===== src/rtl/pool_pair_feeder_if.sv =====
// Handshake bundle between the pixel source, the pool pair feeder and the comparator.
// Optional err_frame signal exists only when POOL_FEEDER_ERR_EN is defined.
interface pool_pair_feeder_if #(
  parameter int DATA_WIDTH = 20
);
  logic                  in_valid;
  logic                  in_ready;
  logic [DATA_WIDTH-1:0] in_data;
  logic                  in_last;
  logic                  pair_valid;
  logic                  pair_ready;
  logic [DATA_WIDTH-1:0] pair_data0;
  logic [DATA_WIDTH-1:0] pair_data1;
  logic                  pair_row_end;
`ifdef POOL_FEEDER_ERR_EN
  logic                  err_frame;
`endif

  // master: the feeder itself (consumes pixels, produces pairs)
  modport master (
    input  in_valid, in_data, in_last, pair_ready,
    output in_ready, pair_valid, pair_data0, pair_data1, pair_row_end
`ifdef POOL_FEEDER_ERR_EN
    , output err_frame
`endif
  );

  modport slave (
    output in_valid, in_data, in_last, pair_ready,
    input  in_ready, pair_valid, pair_data0, pair_data1, pair_row_end
`ifdef POOL_FEEDER_ERR_EN
    , input err_frame
`endif
  );
endinterface


===== src/rtl/pool_pair_feeder.sv =====
// Buffers an even row and pairs each odd-row pixel with the buffered pixel above it.
// Latency 1 cycle lower pixel -> pair; back-pressure only in PAIR. Optional POOL_FEEDER_ERR_EN adds err_frame.
module pool_pair_feeder #(
  parameter int DATA_WIDTH = 20,
  parameter int ROW_LEN    = 8
) (
  input  logic               clk,
  input  logic               rst,
  pool_pair_feeder_if.master bus
);
  localparam int COL_W = (ROW_LEN > 1) ? $clog2(ROW_LEN) : 1;
  localparam logic [COL_W-1:0] COL_LAST = COL_W'(ROW_LEN - 1);
  localparam logic [0:0] S_FILL = 1'b0;
  localparam logic [0:0] S_PAIR = 1'b1;

  logic [0:0]            state_q, state_d;
  logic [COL_W-1:0]      col_q, col_d;
  logic [DATA_WIDTH-1:0] buf_q [ROW_LEN];
  logic                  pair_valid_q, pair_valid_d;
  logic [DATA_WIDTH-1:0] data0_q, data0_d;
  logic [DATA_WIDTH-1:0] data1_q, data1_d;
  logic                  row_end_q, row_end_d;
  logic                  in_ready;
  logic                  accept;
  logic                  col_last;

  assign col_last = (col_q == COL_LAST);
  assign in_ready = !rst && ((state_q == S_FILL) || !pair_valid_q || bus.pair_ready);
  assign accept   = bus.in_valid && in_ready;

  always_comb begin
    state_d      = state_q;
    col_d        = col_q;
    pair_valid_d = pair_valid_q && !bus.pair_ready;
    data0_d      = data0_q;
    data1_d      = data1_q;
    row_end_d    = row_end_q;
    if (accept) begin
      col_d = col_last ? '0 : col_q + COL_W'(1);
      if (state_q == S_FILL) begin
        state_d = col_last ? S_PAIR : S_FILL;
      end else begin
        data0_d      = buf_q[col_q];
        data1_d      = bus.in_data;
        row_end_d    = col_last;
        pair_valid_d = 1'b1;
        state_d      = col_last ? S_FILL : S_PAIR;
      end
      // in_last realigns to the top of an upper row whatever the position
      if (bus.in_last) begin
        col_d   = '0;
        state_d = S_FILL;
      end
    end
  end

  always_ff @(posedge clk) begin
    if (rst) begin
      state_q      <= S_FILL;
      col_q        <= '0;
      pair_valid_q <= 1'b0;
      data0_q      <= '0;
      data1_q      <= '0;
      row_end_q    <= 1'b0;
    end else begin
      state_q      <= state_d;
      col_q        <= col_d;
      pair_valid_q <= pair_valid_d;
      data0_q      <= data0_d;
      data1_q      <= data1_d;
      row_end_q    <= row_end_d;
    end
  end

  // Row buffer is never cleared: FILL rewrites every column before PAIR reads it.
  always_ff @(posedge clk) begin
    if (accept && (state_q == S_FILL)) begin
      buf_q[col_q] <= bus.in_data;
    end
  end

`ifdef POOL_FEEDER_ERR_EN
  logic err_q, err_d;

  assign err_d = err_q || (accept && bus.in_last && !((state_q == S_PAIR) && col_last));

  always_ff @(posedge clk) begin
    if (rst) begin
      err_q <= 1'b0;
    end else begin
      err_q <= err_d;
    end
  end

  assign bus.err_frame = err_q;
`endif

  assign bus.in_ready     = in_ready;
  assign bus.pair_valid   = pair_valid_q;
  assign bus.pair_data0   = data0_q;
  assign bus.pair_data1   = data1_q;
  assign bus.pair_row_end = row_end_q;
endmodule

===== src/flat_wrapper.sv =====
// flat-port wrapper written by rule: the top's interface ports become plain ports
module pool_pair_feeder_flat 
#(
  parameter int DATA_WIDTH = 20,
  parameter int ROW_LEN    = 8
)
  (clk, rst, bus_in_valid, bus_in_data, bus_in_last, bus_pair_ready, bus_in_ready, bus_pair_valid, bus_pair_data0, bus_pair_data1, bus_pair_row_end);
  pool_pair_feeder_if #(.DATA_WIDTH(DATA_WIDTH)) bus_i ();
  input  logic clk;
  input  logic rst;
  input wire logic [$bits(bus_i.in_valid)-1:0] bus_in_valid;
  input wire logic [$bits(bus_i.in_data)-1:0] bus_in_data;
  input wire logic [$bits(bus_i.in_last)-1:0] bus_in_last;
  input wire logic [$bits(bus_i.pair_ready)-1:0] bus_pair_ready;
  output wire logic [$bits(bus_i.in_ready)-1:0] bus_in_ready;
  output wire logic [$bits(bus_i.pair_valid)-1:0] bus_pair_valid;
  output wire logic [$bits(bus_i.pair_data0)-1:0] bus_pair_data0;
  output wire logic [$bits(bus_i.pair_data1)-1:0] bus_pair_data1;
  output wire logic [$bits(bus_i.pair_row_end)-1:0] bus_pair_row_end;
  assign bus_i.in_valid = bus_in_valid;
  assign bus_i.in_data = bus_in_data;
  assign bus_i.in_last = bus_in_last;
  assign bus_i.pair_ready = bus_pair_ready;
  assign bus_in_ready = bus_i.in_ready;
  assign bus_pair_valid = bus_i.pair_valid;
  assign bus_pair_data0 = bus_i.pair_data0;
  assign bus_pair_data1 = bus_i.pair_data1;
  assign bus_pair_row_end = bus_i.pair_row_end;
  pool_pair_feeder #(.DATA_WIDTH(DATA_WIDTH), .ROW_LEN(ROW_LEN)) u_core (.clk(clk), .rst(rst), .bus(bus_i));
endmodule

===== config.mk =====
export PLATFORM = sky130hd
export DESIGN_NAME = pool_pair_feeder_flat
export DESIGN_NICKNAME = d
export VERILOG_FILES = /design/src/rtl/pool_pair_feeder_if.sv /design/src/rtl/pool_pair_feeder.sv /design/src/flat_wrapper.sv
export SDC_FILE = /design/constraint.sdc
export NUM_CORES = 1
export LEC_CHECK = 0
export ABC_AREA = 1
export CAP_MARGIN = 25
export CORE_UTILIZATION = 30
export DETAILED_ROUTE_END_ITERATION = 10
export DONT_BUFFER_PORTS = 1
export MAX_ROUTING_LAYER = met4
export PLACE_DENSITY = 0.46
export SLEW_MARGIN = 15
export SYNTH_ARGS = -nofsm -noshare
export SYNTH_HDL_FRONTEND = slang
export SYNTH_SLANG_ARGS = --single-unit

===== constraint.sdc =====
create_clock -name clk -period 3.1 [get_ports clk]
set_input_delay 0.465 -clock clk [delete_from_list [all_inputs] [get_ports clk]]
set_output_delay 0.465 -clock clk [all_outputs]
set_load 0.02 [all_outputs]

==> report_table.html, run 1 <==
<table>
<tr><th>Metric</th><th>Value</th></tr>
<tr><th colspan="2">Synth</th></tr>
<tr><td>Instance count of the mapped netlist</td><td>902</td></tr>
<tr><td>Share of synthesized registers carrying an async set or reset</td><td>0%</td></tr>
<tr><td>Synthesized area per cell</td><td>9.54 µm²</td></tr>
<tr><td>Post-Syn Area</td><td>8600 µm²</td></tr>
<tr><td>Cell taking the most area after synthesis</td><td>sky130_fd_sc_hd__edfxtp_1</td></tr>
<tr><td>Most used flip-flop cell after synthesis</td><td>sky130_fd_sc_hd__edfxtp_1</td></tr>
<tr><td>Library cells used by synthesis</td><td>18</td></tr>
<tr><td>Synth area leaders</td><td>sky130_fd_sc_hd__edfxtp_1, sky130_fd_sc_hd__nand2_1, sky130_fd_sc_hd__dfxtp_1</td></tr>
<tr><td>Area share of the leading cell type in the synthesized netlist</td><td>55.8%</td></tr>
<tr><td>FF+latch count, synth</td><td>206</td></tr>
<tr><td>Most used standard cells in the synthesized netlist</td><td>sky130_fd_sc_hd__nand2_1, sky130_fd_sc_hd__inv_1, sky130_fd_sc_hd__edfxtp_1</td></tr>
<tr><td>Dominant cell by count in the synthesized netlist</td><td>sky130_fd_sc_hd__nand2_1</td></tr>
<tr><td>Number of warnings reported in the yosys synthesis log</td><td>0</td></tr>
<tr><td>Sequential cell area fraction in the yosys report</td><td>66.6%</td></tr>
<tr><td>Post-Synthesis Net Count</td><td>929</td></tr>
<tr><td>EDFF count, synth</td><td>160</td></tr>
<tr><th colspan="2">Floorplanning</th></tr>
<tr><td>Die ar.</td><td>29,400 µm²</td></tr>
<tr><td>Core Rows</td><td>61</td></tr>
<tr><td>Initial core utilization</td><td>30.7%</td></tr>
<tr><td>Die width</td><td>171 µm</td></tr>
<tr><td># IOs</td><td>68</td></tr>
<tr><td>Vertical die dimension</td><td>171 µm</td></tr>
<tr><td>Placeable core region</td><td>28,000 µm²</td></tr>
<tr><th colspan="2">Drt</th></tr>
<tr><td>Drt wl/cell</td><td>15.9 µm</td></tr>
<tr><td>Post-DRT Antenna Nets</td><td>0</td></tr>
<tr><td>DRC errors left</td><td>0</td></tr>
<tr><td>Aggregate routed wire length</td><td>20.9 mm</td></tr>
<tr><td>Routed vias/inst</td><td>4.19</td></tr>
<tr><td>DR pass1 iterations</td><td>4</td></tr>
<tr><td>Number of DRC violations after detailed-routing iteration 0</td><td>312</td></tr>
<tr><td>Via count of the routed design</td><td>5,501</td></tr>
<tr><th colspan="2">STA</th></tr>
<tr><td>Final hold violation count</td><td>0</td></tr>
<tr><td>Pin slew with the least headroom to its limit</td><td>0.827 ns</td></tr>
<tr><td>Slew HR</td><td>44.9%</td></tr>
<tr><td>Number of setup violations in the final report</td><td>0</td></tr>
<tr><td>Layout Skew</td><td>0.0266 ns</td></tr>
<tr><td>Setup Total Neg Slack</td><td>0 ns</td></tr>
<tr><td>Minimum clock period after layout</td><td>2.28 ns</td></tr>
<tr><td>Count of pins over their slew limit</td><td>0</td></tr>
<tr><td>Final Cycle Share</td><td>73.4%</td></tr>
<tr><td>RSZ-0062 raised after global routing</td><td>false</td></tr>
<tr><td>Maximum clock frequency</td><td>439 MHz</td></tr>
<tr><th colspan="2">CTS</th></tr>
<tr><td>CTS H-tree depth</td><td>1</td></tr>
<tr><td>Clock sink count</td><td>206</td></tr>
<tr><td>Number of CTS-inserted buffers</td><td>25</td></tr>
<tr><td>CTS tree</td><td>yes</td></tr>
<tr><td>Cells resized by post-CTS repair</td><td>0</td></tr>
<tr><td>Clock latency on the worst-skew pair</td><td>0.53 ns</td></tr>
<tr><td>Max Buffers Root-to-Sink</td><td>3</td></tr>
<tr><td>Clock transition at the registers of the reported paths</td><td>0.06 ns</td></tr>
<tr><td># Post-CTS Setup Buffers</td><td>0</td></tr>
<tr><td>Number of hold-repair buffers added at the cts stage</td><td>1</td></tr>
<tr><td>Clock Tree Root</td><td>sky130_fd_sc_hd__clkbuf_16</td></tr>
<tr><th colspan="2">Final layout</th></tr>
<tr><td>Final cell count without fillers</td><td>1,313</td></tr>
<tr><td>Total non-filler cell area in the finished layout</td><td>9960 µm²</td></tr>
<tr><td>Diodes inserted</td><td>0</td></tr>
<tr><td>Post-synthesis to final-layout area growth</td><td>15.8%</td></tr>
<tr><td>Share of layout cells above drive strength 1</td><td>8.02%</td></tr>
<tr><td>Number of nets in the finished design</td><td>943</td></tr>
<tr><th colspan="2">Min path</th></tr>
<tr><td>Worst min-delay path endpoint</td><td>u_core.bus.pair_data1[19]</td></tr>
<tr><td>Launch instance of the worst min-delay path</td><td>rst</td></tr>
<tr><td>HP Class</td><td>in -&gt; reg</td></tr>
<tr><td>Cell depth of the worst hold path</td><td>1</td></tr>
<tr><th colspan="2">Critical path</th></tr>
<tr><td>Endpoint of the lowest-slack register-to-register path</td><td>u_core.buf_q[7][11]</td></tr>
<tr><td>Sort of element at the start of the critical path</td><td>flip-flop</td></tr>
<tr><td>Data arrival time at the worst-slack endpoint</td><td>2.50 ns</td></tr>
<tr><td>Req. time, crit path</td><td>3.32 ns</td></tr>
<tr><td>Kind of end point of the critical path</td><td>flip-flop</td></tr>
<tr><td>Beginning of the worst register-to-register path</td><td>u_core.bus.pair_valid</td></tr>
<tr><td>Crit Path Max Fanout</td><td>12</td></tr>
<tr><td>R2r setup slk</td><td>0.82 ns</td></tr>
<tr><td>Category of the most critical setup path</td><td>reg -&gt; reg</td></tr>
<tr><td>Worst r2r path cells</td><td>8</td></tr>
<tr><th colspan="2">GRT</th></tr>
<tr><td>Wire length of the first global-routing pass</td><td>31.1 mm</td></tr>
<tr><td>Total global routing track utilization</td><td>14.7%</td></tr>
<tr><td>Global route total overflow</td><td>0</td></tr>
<tr><td>Initial antenna violation count</td><td>0</td></tr>
<tr><td>Vias in the first global route</td><td>5,077</td></tr>
<tr><td>Maximum number of pins on one net before global-route repair</td><td>82</td></tr>
<tr><th colspan="2">Placed design</th></tr>
<tr><td>Port Buffers</td><td>0</td></tr>
<tr><td>Standard cell area after detailed placement</td><td>9100 µm²</td></tr>
<tr><td>Routability-driven placement congestion ratio</td><td>0.742</td></tr>
<tr><td>Sum of net half-perimeters after detailed placement</td><td>12.5 mm</td></tr>
<tr><td>Post-placement cell count</td><td>1,262</td></tr>
<tr><th colspan="2">Power</th></tr>
<tr><td>Power density relative to cell area</td><td>616 nW/µm²</td></tr>
<tr><td>Peak supply drop</td><td>403 µV</td></tr>
<tr><td>P_leak</td><td>0.00432 µW</td></tr>
<tr><th colspan="2">Status</th></tr>
<tr><td>Run status</td><td>completed</td></tr>
<tr><th colspan="2">Run</th></tr>
<tr><td>Max Cap Viol</td><td>0</td></tr>
</table>
stage by stage:
step	total power [µW]	hold slack [ns]	setup slack (ns)	utilization, %
2_1_floorplan	3240	0.540	0.723	-
4_1_cts	6210	0.000534	0.805	35.4
6_report	6130	0.0217	0.824	35.6
5_1_grt	6370	0.00127	0.624	35.6
3_3_place_gp	3330	0.537	0.747	32.5
3_5_place_dp	3330	0.539	0.672	32.5
kinds of logic (layout without fill, tap and decap cells):
family | Yosys count | in the layout | share of synthesized area [%]
fa+ha+maj | 2 | 2 | 0.291
compound gates | 47 | 47 | 2.78
buf+inv | 233 | 266 | 10.9
simple gates | 414 | 414 | 19.5
flops | 206 | 206 | 66.6
layer usage:
metal  global-route usage, %  vias to the layer above  wire (µm)
met5                       -                        -          0
met1                    19.9                     2526       9920
met3                    2.95                       23       1330
met4                    3.53                        0        371
li1                        -                     2836          -
met2                    22.6                      116       9240
critical path, stage by stage, from the launching register on:
cell and delay, ns:
sky130_fd_sc_hd__dfxtp_1 0.38, sky130_fd_sc_hd__inv_1 0.08, sky130_fd_sc_hd__nor2_1 0.04, sky130_fd_sc_hd__nand2_1 0.06
sky130_fd_sc_hd__nand3_1 0.20, sky130_fd_sc_hd__nor2_1 0.25, sky130_fd_sc_hd__nand2_1 0.19, sky130_fd_sc_hd__nor2_2 0.46
sky130_fd_sc_hd__buf_4 0.31
cell usage in the layout (no fill, tap or decap):
cell                              n
sky130_fd_sc_hd__a21oi_1         42
sky130_fd_sc_hd__a31o_2           1
sky130_fd_sc_hd__buf_12           4
sky130_fd_sc_hd__buf_4           16
sky130_fd_sc_hd__bufinv_16        2
sky130_fd_sc_hd__clkbuf_1         5
sky130_fd_sc_hd__clkbuf_16       25
sky130_fd_sc_hd__clkbuf_8         4
sky130_fd_sc_hd__clkinv_1         4
sky130_fd_sc_hd__clkinv_2         4
sky130_fd_sc_hd__clkinv_4         1
sky130_fd_sc_hd__dfxtp_1         45
sky130_fd_sc_hd__dfxtp_2          1
sky130_fd_sc_hd__dlygate4sd3_1    5
sky130_fd_sc_hd__edfxtp_1       160
sky130_fd_sc_hd__ha_1             2
sky130_fd_sc_hd__inv_1          190
sky130_fd_sc_hd__inv_2            4
sky130_fd_sc_hd__inv_6            2
sky130_fd_sc_hd__nand2_1        292
sky130_fd_sc_hd__nand3_1         82
sky130_fd_sc_hd__nand4_4          1
sky130_fd_sc_hd__nor2_1          29
sky130_fd_sc_hd__nor2_2          10
sky130_fd_sc_hd__o21ai_0          4
sequential cells by signal, indices dropped and copies added (netlist names):
register                 cells
u_core.buf_q               160
u_core.bus.pair_data0       20
u_core.bus.pair_data1       20
u_core.col_q                 3
u_core.bus.pair_row_end      1
u_core.bus.pair_valid        1
u_core.state_q               1
worst max path at each step:
stage	from	endpoint	slack, ns	cells after the start
floorplan	rst	u_core.buf_q[0][0]	0.72	6
global placement	rst	u_core.buf_q[7][9]	0.75	6
detailed placement	rst	u_core.buf_q[7][9]	0.67	6
CTS	u_core.bus.pair_valid	u_core.buf_q[7][12]	0.81	8
global route	u_core.bus.pair_valid	u_core.buf_q[7][11]	0.62	8
finish	u_core.bus.pair_valid	u_core.buf_q[7][11]	0.82	8
power breakdown:
| part | switching (µW) | internal [µW] | total (µW) |
|---|---|---|---|
| Clock | 1110 | 1740 | 2850 |
| Combinational | 182 | 78.4 | 260 |
| Sequential | 17.6 | 3000 | 3020 |
| Total | 1310 | 4820 | 6130 |
cell type report:
type	instances	area, µm²
fill	2841	18000
multi-input combinational	463	1960
tap	378	473
clock inverter	12	113
clock buffer	34	699
sequential	206	5730
timing repair buffer	25	250
inverter	195	737
Note: power is estimated with default switching activity, not from simulation.
==> inputs of run 2 (changes only) <==
==> constraint.sdc (replaced) <==
create_clock -name clk -period 2.3 [get_ports clk]
set_input_delay 0.345 -clock clk [delete_from_list [all_inputs] [get_ports clk]]
set_output_delay 0.345 -clock clk [all_outputs]
set_load 0.02 [all_outputs]
==> run 2 against run 1 <==
Effect of this change: clock power is 36% higher; register-to-register slack got worse by 0.64 ns; sequential share of layout area down 1.4 points; routed wire length increased by 1.1%; maximum frequency up 7.8%; hold slack better by 0.0055 ns; first-iteration DRC count increased by 32%; critical endpoint is now u_core.bus.pair_data1[19]; largest cell class unchanged.
==> report_table.html, run 2 (synthesized netlist as in run 1, its figures left out) <==
<table>
<tr><th>Metric</th><th>Value</th></tr>
<tr><th colspan="2">Drt</th></tr>
<tr><td>DRC errors left</td><td>0</td></tr>
<tr><td>Met2 routed wirelength</td><td>8.79 mm</td></tr>
<tr><td>Routed metal-1 wire length</td><td>11.0 mm</td></tr>
<tr><td>Routed vias/inst</td><td>4.18</td></tr>
<tr><td>Met3 routed WL</td><td>916 µm</td></tr>
<tr><td>Via count of the routed design</td><td>5,567</td></tr>
<tr><td>Drt wl/cell</td><td>15.8 µm</td></tr>
<tr><td>DR pass1 iterations</td><td>5</td></tr>
<tr><td>Max layer used</td><td>met4</td></tr>
<tr><td>Number of DRC violations after detailed-routing iteration 0</td><td>413</td></tr>
<tr><td>Aggregate routed wire length</td><td>21.1 mm</td></tr>
<tr><td>Post-DRT Antenna Nets</td><td>0</td></tr>
<tr><th colspan="2">Final layout</th></tr>
<tr><td>Diodes inserted</td><td>0</td></tr>
<tr><td>Share of layout cells above drive strength 1</td><td>8.08%</td></tr>
<tr><td>FILL cells</td><td>2,849</td></tr>
<tr><td>Post-synthesis to final-layout area growth</td><td>18.6%</td></tr>
<tr><td>Multi-input combinational cell area</td><td>1960 µm²</td></tr>
<tr><td>Flip-flop count of the largest register after layout</td><td>160</td></tr>
<tr><td>Register name with the most flops</td><td>u_core.buf_q</td></tr>
<tr><td>Final cell count without fillers</td><td>1,331</td></tr>
<tr><td>Number of nets in the finished design</td><td>962</td></tr>
<tr><td>Leading cell types in the layout, fill and taps excluded</td><td>sky130_fd_sc_hd__nand2_1, sky130_fd_sc_hd__inv_1, sky130_fd_sc_hd__edfxtp_1</td></tr>
<tr><td>Most frequent standard cell in the layout excluding fill and tap cells</td><td>sky130_fd_sc_hd__nand2_1</td></tr>
<tr><td>Storage cell area</td><td>5730 µm²</td></tr>
<tr><th colspan="2">Placed design</th></tr>
<tr><td>Routability-driven placement congestion ratio</td><td>0.754</td></tr>
<tr><td>Sum of net half-perimeters after detailed placement</td><td>13.6 mm</td></tr>
<tr><td>Post-placement cell count</td><td>1,265</td></tr>
<tr><td>Port Buffers</td><td>0</td></tr>
<tr><th colspan="2">STA</th></tr>
<tr><td>Layout Skew</td><td>0.00786 ns</td></tr>
<tr><td>Final hold violation count</td><td>0</td></tr>
<tr><td>Slew HR</td><td>64.8%</td></tr>
<tr><td>RSZ-0062 raised after global routing</td><td>false</td></tr>
<tr><td>Minimum clock period after layout</td><td>2.11 ns</td></tr>
<tr><td>Maximum clock frequency</td><td>474 MHz</td></tr>
<tr><td>Setup Total Neg Slack</td><td>0 ns</td></tr>
<tr><td>Number of setup violations in the final report</td><td>0</td></tr>
<tr><td>Final Cycle Share</td><td>91.8%</td></tr>
<tr><td>Count of pins over their slew limit</td><td>0</td></tr>
<tr><td>Pin slew with the least headroom to its limit</td><td>0.526 ns</td></tr>
<tr><th colspan="2">Critical path</th></tr>
<tr><td>Critical path origin</td><td>u_core.bus.pair_valid</td></tr>
<tr><td>Maximum single-stage delay on the critical path</td><td>0.54 ns</td></tr>
<tr><td>Category of cells accounting for the largest share of critical-path delay</td><td>buffers and inverters</td></tr>
<tr><td>Req. time, crit path</td><td>2.75 ns</td></tr>
<tr><td>Category of the most critical setup path</td><td>reg -&gt; reg</td></tr>
<tr><td>Worst r2r path cells</td><td>7</td></tr>
<tr><td>Cell breakdown of the critical path</td><td>nand2_1, nand4_4, inv_2, buf_4, nand2_1, a21oi_1, dlygate4sd3_1</td></tr>
<tr><td>Beginning of the worst register-to-register path</td><td>u_core.bus.pair_valid</td></tr>
<tr><td>Sort of element at the start of the critical path</td><td>flip-flop</td></tr>
<tr><td>Kind of end point of the critical path</td><td>flip-flop</td></tr>
<tr><td>Logic depth of the worst path, buffers included</td><td>7</td></tr>
<tr><td>CP Buf/Inv Count</td><td>3</td></tr>
<tr><td>Crit Path Max Fanout</td><td>28</td></tr>
<tr><td>Cell with the biggest individual delay on the critical path</td><td>sky130_fd_sc_hd__dlygate4sd3_1</td></tr>
<tr><td>Data arrival time at the worst-slack endpoint</td><td>2.56 ns</td></tr>
<tr><td>R2r setup slk</td><td>0.19 ns</td></tr>
<tr><td>Endpoint of the lowest-slack register-to-register path</td><td>u_core.bus.pair_data1[19]</td></tr>
<tr><td>Most numerous cell on the critical path</td><td>sky130_fd_sc_hd__nand2_1</td></tr>
<tr><th colspan="2">CTS</th></tr>
<tr><td>CTS H-tree depth</td><td>1</td></tr>
<tr><td>CTS tree</td><td>yes</td></tr>
<tr><td>Number of CTS-inserted buffers</td><td>24</td></tr>
<tr><td>Max Buffers Root-to-Sink</td><td>3</td></tr>
<tr><td>Clock latency on the worst-skew pair</td><td>0.50 ns</td></tr>
<tr><td># Post-CTS Setup Buffers</td><td>0</td></tr>
<tr><td>Clock Tree Root</td><td>sky130_fd_sc_hd__clkbuf_16</td></tr>
<tr><td>Clock sink count</td><td>206</td></tr>
<tr><td>Clock transition at the registers of the reported paths</td><td>0.06 ns</td></tr>
<tr><th colspan="2">Floorplanning</th></tr>
<tr><td>Die ar.</td><td>29,400 µm²</td></tr>
<tr><td>Die width</td><td>171 µm</td></tr>
<tr><td>Core Rows</td><td>61</td></tr>
<tr><td># IOs</td><td>68</td></tr>
<tr><td>Initial core utilization</td><td>30.7%</td></tr>
<tr><td>Placeable core region</td><td>28,000 µm²</td></tr>
<tr><td>Vertical die dimension</td><td>171 µm</td></tr>
<tr><th colspan="2">Power</th></tr>
<tr><td>Internal power consumption</td><td>6600 µW</td></tr>
<tr><td>Net switching share of the total power</td><td>21.3%</td></tr>
<tr><td>Sequential fraction of design power</td><td>48.4%</td></tr>
<tr><td>Peak supply drop</td><td>571 µV</td></tr>
<tr><td>Clock power share</td><td>46.3%</td></tr>
<tr><td>Tot Pwr</td><td>8380 µW</td></tr>
<tr><td>Sw Pwr</td><td>1780 µW</td></tr>
<tr><td>Power density relative to cell area</td><td>821 nW/µm²</td></tr>
<tr><td>Logic pwr share</td><td>5.3%</td></tr>
<tr><td>P_leak</td><td>0.00442 µW</td></tr>
<tr><th colspan="2">GRT</th></tr>
<tr><td>Initial antenna violation count</td><td>0</td></tr>
<tr><td>Global route total overflow</td><td>0</td></tr>
<tr><td>Total global routing track utilization</td><td>15.2%</td></tr>
<tr><td>Maximum number of pins on one net before global-route repair</td><td>84</td></tr>
<tr><td>Wire length of the first global-routing pass</td><td>32.6 mm</td></tr>
<tr><td>Vias in the first global route</td><td>5,421</td></tr>
<tr><th colspan="2">Min path</th></tr>
<tr><td>Cell depth of the worst hold path</td><td>3</td></tr>
<tr><td>Worst min-delay path endpoint</td><td>u_core.col_q[1]</td></tr>
<tr><td>HP Class</td><td>in -&gt; reg</td></tr>
<tr><td>Launch instance of the worst min-delay path</td><td>bus_in_last</td></tr>
<tr><th colspan="2">Status</th></tr>
<tr><td>Run status</td><td>completed</td></tr>
<tr><th colspan="2">Run</th></tr>
<tr><td>Max Cap Viol</td><td>0</td></tr>
</table>
## run 2: cell count changes in the layout (fill, tap and decap cells not counted)
cell and change:
sky130_fd_sc_hd__bufinv_16 +1, sky130_fd_sc_hd__dlygate4sd3_1 +16, sky130_fd_sc_hd__clkinv_1 -2, sky130_fd_sc_hd__clkinvlp_4 +1, sky130_fd_sc_hd__buf_12 +4, sky130_fd_sc_hd__clkbuf_1 +2, sky130_fd_sc_hd__clkbuf_8 -3, sky130_fd_sc_hd__clkbuf_16 +1
sky130_fd_sc_hd__inv_6 -2
## run 2: power groups by stage
stage	registers (µW)	clock network [µW]	logic [µW]
floorplan	4130	0	236
global placement	4140	0	342
detailed placement	4140	0	344
CTS	4060	4000	448
global route	4060	4140	493
finish	4060	3880	441
## run 2: worst max path at each step
stage	to	slack, ns
6_report	u_core.bus.pair_data1[19]	0.19
3_3_place_gp	u_core.buf_q[3][7]	0.44
4_1_cts	u_core.bus.pair_data1[19]	0.17
3_5_place_dp	u_core.buf_q[3][9]	0.45
5_1_grt	u_core.bus.pair_data1[19]	0.05
2_1_floorplan	u_core.buf_q[0][0]	0.04
## run 2: stage by stage
step | util, % | instance area, µm² | hold slack, ns | setup slack (ns)
floorplan | - | 8600 | 0.444 | 0.0429
global placement | 32.7 | 9160 | 0.418 | 0.444
detailed placement | 32.7 | 9160 | 0.420 | 0.447
CTS | 36.4 | 10200 | 0.0105 | 0.171
global route | 36.4 | 10200 | 0.0326 | 0.0543
finish | 36.4 | 10200 | 0.0272 | 0.188
## run 2: repair_timing
| item | 4_1_cts | 5_1_grt |
|---|---|---|
| hold buffers | 22 | 0 |
| resized for setup | 0 | 0 |
| hold endpoints to repair | 183 | 0 |
## run 2: final cells by class
cell class                 instances  area share (%)
tap                              378            4.63
sequential                       206            56.1
inverter                         195            7.22
clock inverter                    10            1.23
clock buffer                      34            6.77
timing repair buffer              45            4.81
multi-input combinational        463            19.2
## run 2: tightest hold or removal path: cells and delay by family
kind            cells  cell delay [ns]
simple gates        2             0.06
compound gates      1             0.07
## run 2: routing by layer
metal  GRT usage (%)  vias up
met4            3.92        0
met1            22.6     2560
met3            1.96       30
li1                -     2865
met2            21.6      112
met5               -        -
==> inputs of run 3 (changes only) <==
--- a/config.mk
+++ b/config.mk
@@ -10,6 +10,7 @@
 export CORE_UTILIZATION = 30
 export DETAILED_ROUTE_END_ITERATION = 10
 export DONT_BUFFER_PORTS = 1
+export GPL_TIMING_DRIVEN = 0
 export MAX_ROUTING_LAYER = met4
 export PLACE_DENSITY = 0.46
 export SLEW_MARGIN = 15
==> run 3 against run 2 <==
Effect of this change: via count is 3.0% higher; register-to-register slack worse by 0.06 ns; die area stayed put; maximum frequency is 2.8% lower; critical path depth is 3 lower; global-route usage is 2.2 points higher; final cell count is 2.3% higher; sequential power hardly changed; combinational power is 11% higher.
==> report_table.html, run 3 (synthesized netlist as in run 1, its figures left out) <==
<table>
<tr><th>Metric</th><th>Value</th></tr>
<tr><th colspan="2">Final layout</th></tr>
<tr><td>Share of layout cells above drive strength 1</td><td>9.99%</td></tr>
<tr><td>Flip-flop count of the largest register after layout</td><td>160</td></tr>
<tr><td>Final cell count without fillers</td><td>1,361</td></tr>
<tr><td>Fin util</td><td>37.2%</td></tr>
<tr><td>Post-synthesis to final-layout area growth</td><td>21.2%</td></tr>
<tr><td>Most frequent standard cell in the layout excluding fill and tap cells</td><td>sky130_fd_sc_hd__nand2_1</td></tr>
<tr><td>Register name with the most flops</td><td>u_core.buf_q</td></tr>
<tr><td>Leading cell types in the layout, fill and taps excluded</td><td>sky130_fd_sc_hd__nand2_1, sky130_fd_sc_hd__inv_1, sky130_fd_sc_hd__edfxtp_1</td></tr>
<tr><td>Number of nets in the finished design</td><td>990</td></tr>
<tr><th colspan="2">Floorplanning</th></tr>
<tr><td>Initial core utilization</td><td>30.7%</td></tr>
<tr><td># IOs</td><td>68</td></tr>
<tr><td>Die width</td><td>171 µm</td></tr>
<tr><td>Vertical die dimension</td><td>171 µm</td></tr>
<tr><td>Die ar.</td><td>29,400 µm²</td></tr>
<tr><td>Placeable core region</td><td>28,000 µm²</td></tr>
<tr><td>Core Rows</td><td>61</td></tr>
<tr><th colspan="2">Drt</th></tr>
<tr><td>DR pass1 iterations</td><td>5</td></tr>
<tr><td>Via count of the routed design</td><td>5,733</td></tr>
<tr><td>Routed vias/inst</td><td>4.21</td></tr>
<tr><td>Post-DRT Antenna Nets</td><td>0</td></tr>
<tr><td>Number of DRC violations after detailed-routing iteration 0</td><td>414</td></tr>
<tr><td>Aggregate routed wire length</td><td>23.8 mm</td></tr>
<tr><td>Drt wl/cell</td><td>17.5 µm</td></tr>
<tr><td>DRC errors left</td><td>0</td></tr>
<tr><th colspan="2">STA</th></tr>
<tr><td>Final hold violation count</td><td>0</td></tr>
<tr><td>Final Cycle Share</td><td>94.4%</td></tr>
<tr><td>Number of setup violations in the final report</td><td>0</td></tr>
<tr><td>Minimum clock period after layout</td><td>2.17 ns</td></tr>
<tr><td>Layout Skew</td><td>0.0117 ns</td></tr>
<tr><td>Pin slew with the least headroom to its limit</td><td>0.902 ns</td></tr>
<tr><td>Count of pins over their slew limit</td><td>0</td></tr>
<tr><td>RSZ-0062 raised after global routing</td><td>false</td></tr>
<tr><td>Slew HR</td><td>39.9%</td></tr>
<tr><td>Maximum clock frequency</td><td>460 MHz</td></tr>
<tr><td>Worst setup margin</td><td>0.128 ns</td></tr>
<tr><th colspan="2">GRT</th></tr>
<tr><td>Vias in the first global route</td><td>5,484</td></tr>
<tr><td>Maximum number of pins on one net before global-route repair</td><td>21</td></tr>
<tr><td>Global route total overflow</td><td>0</td></tr>
<tr><td>Wire length of the first global-routing pass</td><td>35.2 mm</td></tr>
<tr><td>Total global routing track utilization</td><td>17.3%</td></tr>
<tr><td>Initial antenna violation count</td><td>2</td></tr>
<tr><th colspan="2">Power</th></tr>
<tr><td>Power density relative to cell area</td><td>811 nW/µm²</td></tr>
<tr><td>Peak supply drop</td><td>453 µV</td></tr>
<tr><td>P_leak</td><td>0.00450 µW</td></tr>
<tr><th colspan="2">Critical path</th></tr>
<tr><td>Cell with the biggest individual delay on the critical path</td><td>sky130_fd_sc_hd__nor2_4</td></tr>
<tr><td>Crit Path Max Fanout</td><td>20</td></tr>
<tr><td>Req. time, crit path</td><td>2.43 ns</td></tr>
<tr><td>Cell breakdown of the critical path</td><td>buf_2, clkbuf_4, nand2_2, nor2_4</td></tr>
<tr><td>R2r setup slk</td><td>0.13 ns</td></tr>
<tr><td>Data arrival time at the worst-slack endpoint</td><td>2.30 ns</td></tr>
<tr><td>Maximum single-stage delay on the critical path</td><td>0.66 ns</td></tr>
<tr><td>Category of cells accounting for the largest share of critical-path delay</td><td>simple AND/OR/NAND/NOR gates</td></tr>
<tr><td>Kind of end point of the critical path</td><td>flip-flop</td></tr>
<tr><td>CP Buf/Inv Count</td><td>2</td></tr>
<tr><td>Category of the most critical setup path</td><td>reg -&gt; reg</td></tr>
<tr><td>Sort of element at the start of the critical path</td><td>flip-flop</td></tr>
<tr><th colspan="2">CTS</th></tr>
<tr><td>Clock transition at the registers of the reported paths</td><td>0.06 ns</td></tr>
<tr><td>Max Buffers Root-to-Sink</td><td>3</td></tr>
<tr><td>Clock latency on the worst-skew pair</td><td>0.51 ns</td></tr>
<tr><td>Clock Tree Root</td><td>sky130_fd_sc_hd__clkbuf_16</td></tr>
<tr><td>Clock sink count</td><td>206</td></tr>
<tr><td>CTS H-tree depth</td><td>1</td></tr>
<tr><td>Number of CTS-inserted buffers</td><td>24</td></tr>
<tr><td>CTS tree</td><td>yes</td></tr>
<tr><th colspan="2">Placed design</th></tr>
<tr><td>Worst slack after detailed placement</td><td>-0.226 ns</td></tr>
<tr><td>Sum of net half-perimeters after detailed placement</td><td>14.0 mm</td></tr>
<tr><td>Post-placement cell count</td><td>1,281</td></tr>
<tr><td>Port Buffers</td><td>0</td></tr>
<tr><td>Routability-driven placement congestion ratio</td><td>0.777</td></tr>
<tr><th colspan="2">Min path</th></tr>
<tr><td>HP Class</td><td>in -&gt; reg</td></tr>
<tr><th colspan="2">Status</th></tr>
<tr><td>Run status</td><td>completed</td></tr>
<tr><th colspan="2">Run</th></tr>
<tr><td>Max Cap Viol</td><td>0</td></tr>
</table>
==> run 3: cell types whose count changed in the layout (fill, tap and decap cells not counted), moves of 3 or more <==
cell / change
sky130_fd_sc_hd__nor2_4: +13
sky130_fd_sc_hd__buf_2: +20
sky130_fd_sc_hd__clkbuf_1: +7
sky130_fd_sc_hd__clkbuf_4: +3
sky130_fd_sc_hd__nor2_2: -8
sky130_fd_sc_hd__buf_4: -11
sky130_fd_sc_hd__clkinv_1: +3
==> run 3: worst paths after layout <==
| check | startpoint | endpoint | depth (start not counted) |
|---|---|---|---|
| setup / recovery | u_core.col_q[0] | u_core.buf_q[1][7] | 4 |
| hold / removal | bus_in_last | u_core.state_q | 3 |
| setup reg to reg | u_core.col_q[0] | u_core.buf_q[1][7] | 4 |
| hold reg to reg | u_core.bus.pair_data1[19] | u_core.bus.pair_data1[19] | 2 |
==> run 3: routing by layer <==
| layer | share of wire (%) | vias to the layer above | track usage (%) |
|---|---|---|---|
| met5 | 0 | - | - |
| met4 | 1.6 | 0 | 4.35 |
| met3 | 5.5 | 33 | 2.95 |
| met2 | 45 | 130 | 26.6 |
| met1 | 48 | 2629 | 23.8 |
| li1 | - | 2941 | - |
==> run 3: area by class of cell <==
type                       instances  area (µm²)
tap                              378         473
antenna                            2        5.00
multi-input combinational        467        2070
clock buffer                      30         644
sequential                       206        5730
timing repair buffer              32         413
fill                            2843       17600
buffer                            37         201
inverter                         195         737
clock inverter                    14         164
==> run 3: power by group <==
group          switching (µW)  internal (µW)  leakage (µW)
logic                     352            137       0.00229
registers                10.8           4050       0.00182
clock network            1480           2420      0.000398
total                    1850           6610       0.00450
==> run 3: timing repair <==
item / in CTS / in global routing
pin swaps: 5 / 5
gates cloned: 4 / 0
resized for setup: 7 / 5
endpoints found under the setup margin: 140 / 118
hold endpoints to repair: 180 / 0
hold buffers: 21 / 0
buffers inserted: 4 / 6
==> run 3: worst min-delay path, stage by stage <==
cell and delay, ns:
sky130_fd_sc_hd__inv_1 0.03, sky130_fd_sc_hd__o21ai_0 0.07, sky130_fd_sc_hd__nor2_1 0.08
==> run 3: stage by stage <==
step / TNS (ns) / cell area, µm² / power, µW / hold WS, ns
floorplan: 0 / 8600 / 4370 / 0.444
global placement: -171.48 / 9080 / 4520 / 0.444
detailed placement: -22.77 / 9160 / 4530 / 0.444
CTS: 0 / 10300 / 8540 / 0.0251
global route: 0 / 10400 / 8740 / 0.0398
finish: 0 / 10400 / 8450 / 0.0451
